## src/rtl/icache_line_adaptor.sv

```systemverilog
// Turns a single-cycle icache line request into a BEATS-beat memory burst read,
// then returns the reassembled line. Optional perf counters: ICACHE_ADAPTOR_PERF_EN.
//
// state | meaning
// IDLE  | waiting for read_i; latches the line-aligned address
// REQ   | read_o high, waiting for beat 0
// BURST | read_o high, collecting beats 1..BEATS-1 (gaps allowed)
// DONE  | resp_o pulse, line_o valid; request not re-accepted here
module icache_line_adaptor #(
  parameter int LINE_W   = 256,
  parameter int BEAT_W   = 64,
  parameter int BEATS    = 4,
  parameter int OFFSET_W = 5
) (
  input  logic              clk,
  input  logic              rst,
  input  logic              read_i,
  input  logic [31:0]       address_i,
  output logic [LINE_W-1:0] line_o,
  output logic              resp_o,
  output logic [31:0]       address_o,
  output logic              read_o,
  input  logic [BEAT_W-1:0] burst_i,
  input  logic              resp_i
`ifdef ICACHE_ADAPTOR_PERF_EN
  ,
  output logic [31:0]       fill_count_o,
  output logic [31:0]       stall_count_o
`endif
);

  localparam int CNT_W = (BEATS > 1) ? $clog2(BEATS) : 1;
  localparam logic [CNT_W-1:0] LAST_BEAT = CNT_W'(BEATS - 1);

  typedef enum logic [1:0] {
    IDLE  = 2'd0,
    REQ   = 2'd1,
    BURST = 2'd2,
    DONE  = 2'd3
  } state_t;

  state_t              state_q, state_d;
  logic [CNT_W-1:0]    cnt_q, cnt_d;
  logic [LINE_W-1:0]   line_q, line_d;
  logic [31:0]         addr_q, addr_d;

  // Byte-offset bits are dropped on purpose: memory always fetches whole lines.
  logic unused_offset_bits;
  assign unused_offset_bits = ^address_i[OFFSET_W-1:0];

  always_ff @(posedge clk or posedge rst) begin
    if (rst) begin
      state_q <= IDLE;
      cnt_q   <= '0;
      line_q  <= '0;
      addr_q  <= '0;
    end else begin
      state_q <= state_d;
      cnt_q   <= cnt_d;
      line_q  <= line_d;
      addr_q  <= addr_d;
    end
  end

  always_comb begin
    state_d = state_q;
    cnt_d   = cnt_q;
    line_d  = line_q;
    addr_d  = addr_q;
    read_o  = 1'b0;
    resp_o  = 1'b0;
    case (state_q)
      IDLE: begin
        if (read_i) begin
          addr_d  = {address_i[31:OFFSET_W], {OFFSET_W{1'b0}}};
          cnt_d   = '0;
          state_d = REQ;
        end
      end
      REQ: begin
        read_o = 1'b1;
        if (resp_i) begin
          line_d[BEAT_W-1:0] = burst_i;
          cnt_d              = CNT_W'(1);
          state_d            = BURST;
        end
      end
      BURST: begin
        read_o = 1'b1;
        if (resp_i) begin
          line_d[int'(cnt_q)*BEAT_W +: BEAT_W] = burst_i;
          // Incrementing past the last beat wraps the counter back to zero.
          cnt_d = cnt_q + CNT_W'(1);
          if (cnt_q == LAST_BEAT) begin
            state_d = DONE;
          end
        end
      end
      DONE: begin
        resp_o  = 1'b1;
        state_d = IDLE;
      end
      default: begin
        state_d = IDLE;
      end
    endcase
  end

  assign line_o    = line_q;
  assign address_o = addr_q;

`ifdef ICACHE_ADAPTOR_PERF_EN
  logic [31:0] fill_cnt_q, fill_cnt_d;
  logic [31:0] stall_cnt_q, stall_cnt_d;

  always_comb begin
    fill_cnt_d  = fill_cnt_q;
    stall_cnt_d = stall_cnt_q;
    if ((state_q == DONE) && (fill_cnt_q != 32'hFFFF_FFFF)) begin
      fill_cnt_d = fill_cnt_q + 32'd1;
    end
    if (((state_q == REQ) || (state_q == BURST)) && !resp_i &&
        (stall_cnt_q != 32'hFFFF_FFFF)) begin
      stall_cnt_d = stall_cnt_q + 32'd1;
    end
  end

  always_ff @(posedge clk or posedge rst) begin
    if (rst) begin
      fill_cnt_q  <= '0;
      stall_cnt_q <= '0;
    end else begin
      fill_cnt_q  <= fill_cnt_d;
      stall_cnt_q <= stall_cnt_d;
    end
  end

  assign fill_count_o  = fill_cnt_q;
  assign stall_count_o = stall_cnt_q;
`endif

endmodule

```

## config.mk

```make
export PLATFORM = sky130hd
export DESIGN_NAME = icache_line_adaptor
export DESIGN_NICKNAME = d
export VERILOG_FILES = /design/src/rtl/icache_line_adaptor.sv
export SDC_FILE = /design/constraint.sdc
export NUM_CORES = 1
export LEC_CHECK = 0
export BUFFER_PORTS_ARGS = -buffer_cell sky130_fd_sc_hd__clkbuf_2
export CAP_MARGIN = 25
export CORE_ASPECT_RATIO = 0.6
export CORE_UTILIZATION = 50
export DETAILED_ROUTE_END_ITERATION = 8
export PLACE_DENSITY = 0.79
export SLEW_MARGIN = 5
export SYNTH_ARGS = -nofsm -noshare
export SYNTH_HDL_FRONTEND = slang
export SYNTH_SLANG_ARGS = --single-unit
```

## constraint.sdc

```tcl
create_clock -name clk -period 13.3 [get_ports clk]
set_clock_uncertainty 0.2 [all_clocks]
set_input_delay 3.99 -clock clk [delete_from_list [all_inputs] [get_ports clk]]
set_output_delay 3.99 -clock clk [all_outputs]
set_load 0.005 [all_outputs]
```

==> results by group, run 1 <==
Run status
  – Status: finished, final reports clean

Worst setup path
  – CP peak stage delay: 0.82 ns
  – Critical Path Start: resp_i
  – Crit-path cells: buf_2 -> buf_4 -> nand3_2 -> buf_4 -> a22o_1
  – R2R setup slack: 9.69 ns
  – Max stage delay cell, worst path: nand3_2
  – WS Path Type: in -> reg
  – CP endpoint kind: flop
  – Critical path's top delay family: buffers and inverters
  – CP bufs+invs: 3
  – Worst Path Max Fanout: 71
  – Cell mode on critical path: buf_4
  – Critical path required time: 13.50 ns
  – Reg2reg start: state_q[0]
  – Worst EP arrival: 6.53 ns
  – Critical Path Source Type: input pin

Clock network
  – Max clock buf depth: 3
  – CTS sink count: about 290
  – Inserted Clock Buffers: 26
  – Post-CTS sizing: 0
  – H-tree lvl count: 1
  – Setup Fix Bufs, Post-CTS: 0
  – Root buffer cell: clkbuf_16
  – Cts-stage hold buffer count: 0
  – CTS tree: done
  – Clk slew on worst S/H paths: 0.06 ns
  – Worst-Skew Late Latency: 0.53 ns

Floorplanning
  – Overall die area: 0.0229 mm²
  – Die Y: 118 µm
  – Initial Utilization: 52.0%
  – Core Footprint: 0.0214 mm²
  – Die W: 195 µm
  – Io pins: 390
  – # rows: 41

Cells and area
  – Final net count: around 1,200
  – FF+latch area: 0.00718 mm²
  – ANT cells: 0
  – Share of layout cells above drive strength 1: 42.4%
  – Fillers: 1,637
  – Area occupied by multi-input gates: 0.00328 mm²
  – Area Overhead vs Synth: 23.9%

Timing
  – Final Hold Viols: 0
  – Unrepaired setup endpoints after global routing: no
  – Hold_ws: roughly 0.29 ns
  – Final Cycle Share: 47.6%
  – Slew Limit Fails: 0
  – Slew @ Worst Pin: slightly below 1 ns
  – Final min period: 6.32 ns
  – Slew margin rel.: 33.9%
  – Max Fclk: 158 MHz
  – Final setup vio count: 0
  – Setup TNS: 0 ns

Pwr
  – Internal power: about 1.9 mW
  – P_sw: 0.894 mW
  – Clk network pwr share: 27.9%
  – Sw frac: 32.4%
  – VDD IR max: 0.000136 V
  – Comb power frac: 29.3%
  – Share of power burned in registers: a little over two fifths
  – PwrDens: between 200 and 250 mW/mm²
  – Leak Pwr: 7.21 nW
  – Power Total: 2.76 mW

Detailed routing
  – ANT nets after route: 0
  – Via count: 8,348
  – DRC: 0
  – DR iter-0 viols: 753
  – DR WL/cell: 23.3 µm
  – Pre-Repair DR Iteration Count: 4
  – WL final: 32,600 µm
  – Vias per cell: 5.98

Synthesis
  – Post-synth top cells: dfrtp_1 (287), a22o_1 (192), nand3_1 (65), o2bb2ai_1 (64), mux2_2 (28)
  – Synth Register Bits: around 290
  – Seq/Total Area, Yosys: 64.6%
  – Share of the synthesized area in the top cell type: around 65%
  – EDFF count, synth: 0
  – Top_reg_cell synth: dfrtp_1
  – Library cells used by synthesis: 32
  – Async SR Flop Fraction: 100%
  – Largest area contributor in the synthesized netlist: dfrtp_1
  – Most common cell in the synthesized netlist: dfrtp_1
  – Yosys Warn Count: 0
  – Mapped Area: 0.0111 mm²
  – Avg Inst Size Synth: 14.8 µm²
  – Mapped Cells: 751
  – Most area-consuming cells after synthesis: dfrtp_1 (65%), a22o_1 (15%), o2bb2ai_1 (5.0%), nand3_1 (2.9%), mux2_2 (2.8%)

GRT
  – Congestion Overflow GR: 0
  – GRT Util Overall: 28.1%
  – Vias in the first global route: 8,346
  – Largest net degree at the start of global routing: 144
  – Initial antenna violation count: 0
  – First-pass GRT wire length: roughly 50,000 µm

Hold path
  – Beginning of the worst hold path: line_o[63]
  – Min-delay worst type: reg -> reg

Placed design
  – HPWL after DPL: between 20,000 and 25,000 µm
  – IO Port Bufs: 379
  – Final GP Congestion: 0.809

Flow run
  – Number of maximum-capacitance violations: 0
## worst paths after layout
check,end,cells after the start
setup / recovery,line_o[81],5
hold / removal,line_o[63],1
setup reg to reg,line_o[4],6
hold reg to reg,line_o[63],1
max in group asynchronous,line_o[85],3
min in group asynchronous,line_o[236],2
## flip-flops by register name, indices dropped and copies added, names as in the netlist
signal and flops:
line_o 256, address_o 27, cnt_q 2, state_q 2
## through the flow
step	utilization [%]	instances	setup WS, ns	area [µm²]
6_report	64.4	1397	6.98	13800
5_1_grt	64.4	1397	6.90	13800
4_1_cts	64.1	1395	7.09	13700
3_5_place_dp	60.1	1351	6.55	12900
3_3_place_gp	60.0	1350	6.57	12800
2_1_floorplan	-	755	1.19	11100
## layout by cell type, fill, tap and decap left out, types with 2 or more instances in the layout
master and instances:
nand3_1 64, inv_1 5, nand3_4 2, mux2i_1 2, buf_16 3, mux2_2 28
clkbuf_1 3, o2bb2ai_1 64, bufinv_16 3, nand3_2 2, clkinv_2 7, a22o_1 192
conb_1 5, dfrtp_1 287, nor4b_4 2, ha_1 11, clkbuf_16 27, buf_4 11
clkbuf_2 378, clkbuf_8 3, nand2_1 2
## cell type report
cell class / instances / share of cell area, %
inverters: 7 / 0.245
well taps: 279 / 2.53
clock buffers: 33 / 5.29
flip-flops and latches: 287 / 52.1
repair buffers: 393 / 15.0
multi-input cells: 387 / 23.8
clock inverters: 11 / 0.963
## metal layers
layer  global-route usage, %  routed length, µm
met1                    41.4              14100
met4                    6.30                675
met5                       0                  0
met3                    6.33               2930
met2                    42.7              14900
## power by group through the flow
stage | Sequential (mW) | Combinational (mW) | Clock [mW]
final | 1.18 | 0.810 | 0.769
after global routing | 1.20 | 0.873 | 0.814
after CTS | 1.18 | 0.802 | 0.777
after detailed placement | 1.19 | 0.800 | 0
after global placement | 1.18 | 0.773 | 0
after floorplan | 1.19 | 0.455 | 0
## cell families after synthesis
family,after synthesis,share of synthesized area [%]
DFF,287,64.6
AOI/OAI and AO/OA,261,20.6
buffers and inverters,81,6.37
and+or+nand+nor,79,4.03
muxes,31,3.15
adders and majority gates,11,1.24
other,1,0.0337
Note: power is estimated with default switching activity, not from simulation.
==> run 2: changes to the inputs <==
Settings changed: CORE_UTILIZATION 50 to 45, PLACE_DENSITY 0.79 to 0.75.
Clock period 13.3 ns to 5.4 ns, I/O delays scaled along.
==> run 2 against run 1 <==
Effect of this change: combinational power is 150% higher; sequential power grew 150%; die area is 11% higher; sequential share of layout area is 0.23 points lower; power increased by 140%; global-route usage decreased by 2.8 points; non-clock buffer count increased by 5; critical path type is now reg -> reg; largest cell class unchanged.
==> results by group, run 2 (synthesis gave the netlist of run 1 again) <==
GRT
  – Largest net degree at the start of global routing: 116
  – Congestion Overflow GR: 0
  – GRT Util Overall: between 20 and 30%
  – Initial antenna violation count: 0
  – First-pass GRT wire length: roughly 49,000 µm
  – Vias in the first global route: about 8,000

Cells and area
  – Most common cell after layout, fill and taps aside: clkbuf_2
  – Final Non-Filler Cells: approximately 1,400
  – Fillers: 1,956
  – Final net count: 1,219
  – Share of layout cells above drive strength 1: 42.4%
  – Utilization after layout: 57.1%
  – Most frequent cells in the layout: clkbuf_2 (378), dfrtp_1 (287), a22o_1 (192)
  – Max reg flops: between 200 and 300
  – ANT cells: 0
  – Area Overhead vs Synth: 24.4%

Detailed routing
  – ANT nets after route: 0
  – DR WL/cell: approximately 23 µm
  – DR iter-0 viols: 659
  – Via count: about 8,300
  – Pre-Repair DR Iteration Count: 4
  – WL final: ~33,000 µm
  – Vias per cell: 5.75
  – DRC: 0

Floorplanning
  – Die W: between 200 and 250 µm
  – Initial Utilization: 45.9%
  – Overall die area: ~0.025 mm²
  – # rows: 44
  – Io pins: 390
  – Core Footprint: 0.0242 mm²
  – Die Y: 124 µm

Clock network
  – Post-CTS sizing: 0
  – CTS tree: done
  – Max clock buf depth: 3
  – Clk slew on worst S/H paths: 0.06 ns
  – Cts-stage hold buffer count: 0
  – Worst-Skew Late Latency: roughly 0.54 ns
  – Inserted Clock Buffers: 27
  – Root buffer cell: clkbuf_16
  – CTS sink count: 287
  – Setup Fix Bufs, Post-CTS: 0
  – H-tree lvl count: 1

Worst setup path
  – Worst EP arrival: about 3.8 ns
  – WS Path Type: reg -> reg
  – Crit-path cells: inv_1 -> ha_1 -> mux2_4 -> nand2_2 -> buf_4 -> o2bb2ai_1
  – Max stage delay cell, worst path: mux2_4
  – CP peak stage delay: around 0.8 ns
  – Critical Path Start: state_q[0]
  – CP endpoint kind: flop
  – Critical Path Source Type: flop
  – Critical path required time: about 5.6 ns
  – Reg2reg start: state_q[0]
  – Worst Path Max Fanout: 65

Run status
  – Status: finished, final reports clean

Pwr
  – Leak Pwr: a little over 7 nW
  – PwrDens: between 400 and 500 mW/mm²
  – VDD IR max: roughly 0.00027 V

Timing
  – Max Fclk: 276 MHz
  – Final Cycle Share: 67.0%
  – Final Hold Viols: 0
  – Slew margin rel.: 38.5%
  – Unrepaired setup endpoints after global routing: no
  – Slew Limit Fails: 0
  – Slew @ Worst Pin: 0.923 ns
  – Final min period: 3.62 ns
  – Final setup vio count: 0

Placed design
  – Final GP Congestion: around 0.8
  – HPWL after DPL: 22,100 µm
  – IO Port Bufs: 379
  – Placed Cells: 1,400

Hold path
  – Min-delay worst type: reg -> reg
  – Beginning of the worst hold path: line_o[28]

Flow run
  – Number of maximum-capacitance violations: 0
-- run 2: cell count changes in the layout (fill, tap and decap cells not counted), moves of 2 or more --
cell       previous run  this run
buf_4                11        15
clkinv_2              7         3
clkbuf_1              3         6
clkbuf_8              3         6
buf_12                0         2
buf_16                3         1
bufinv_16             3         1
-- run 2: critical path, delay by kind of cell, from the launching register on --
family                     cells  cell delay, ns
AOI/OAI and AO/OA              1            0.19
adders and majority gates      1            0.54
buffers and inverters          2            0.61
DFF                            1            0.41
muxes                          1            0.82
and+or+nand+nor                1            0.67
-- run 2: power by group --
group	internal, mW	switching, mW
Combinational	0.881	1.11
Clock	1.04	0.803
Sequential	2.63	0.287
Total	4.55	2.20
-- run 2: final timing paths --
path	endpoint	slack [ns]	cells after the start
worst min-delay path	line_o[28]	0.29	1
worst max-delay path	line_o[25]	1.78	6
max in group asynchronous	address_o[8]	3.08	3
worst min register to register	line_o[28]	0.29	1
min in group asynchronous	line_o[192]	0.93	2
worst max register to register	line_o[25]	1.78	6
-- run 2: layer usage --
| metal | track usage (%) | up-vias | wire [µm] |
|---|---|---|---|
| li1 | - | 3580 | - |
| met4 | 4.63 | 0 | 525 |
| met5 | 0 | - | 0 |
| met1 | 38.0 | 4327 | 15000 |
| met3 | 7.22 | 38 | 2890 |
| met2 | 36.8 | 371 | 14600 |
-- run 2: through the flow --
step / setup slack (ns) / power, mW / hold slack (ns) / TNS (ns) / cell area, µm²
floorplan: -0.225 / 4.06 / 0.279 / -64.64 / 11100
global placement: 1.48 / 4.83 / 0.271 / 0 / 12900
detailed placement: 1.43 / 4.89 / 0.273 / 0 / 13000
CTS: 1.81 / 6.76 / 0.293 / 0 / 13800
global route: 1.57 / 7.10 / 0.303 / 0 / 13800
finish: 1.78 / 6.75 / 0.290 / 0 / 13800
-- run 2: final cells by class --
type                            instances  area [µm²]  share of cell area, %
Sequential cell                       287        7180                   51.9
Multi-Input combinational cell        387        3280                   23.7
Timing Repair Buffer                  398        2090                   15.1
Clock buffer                           39         781                   5.64
Tap cell                              322         403                   2.91
Clock inverter                          6        61.3                  0.443
Inverter                                7        30.0                  0.217
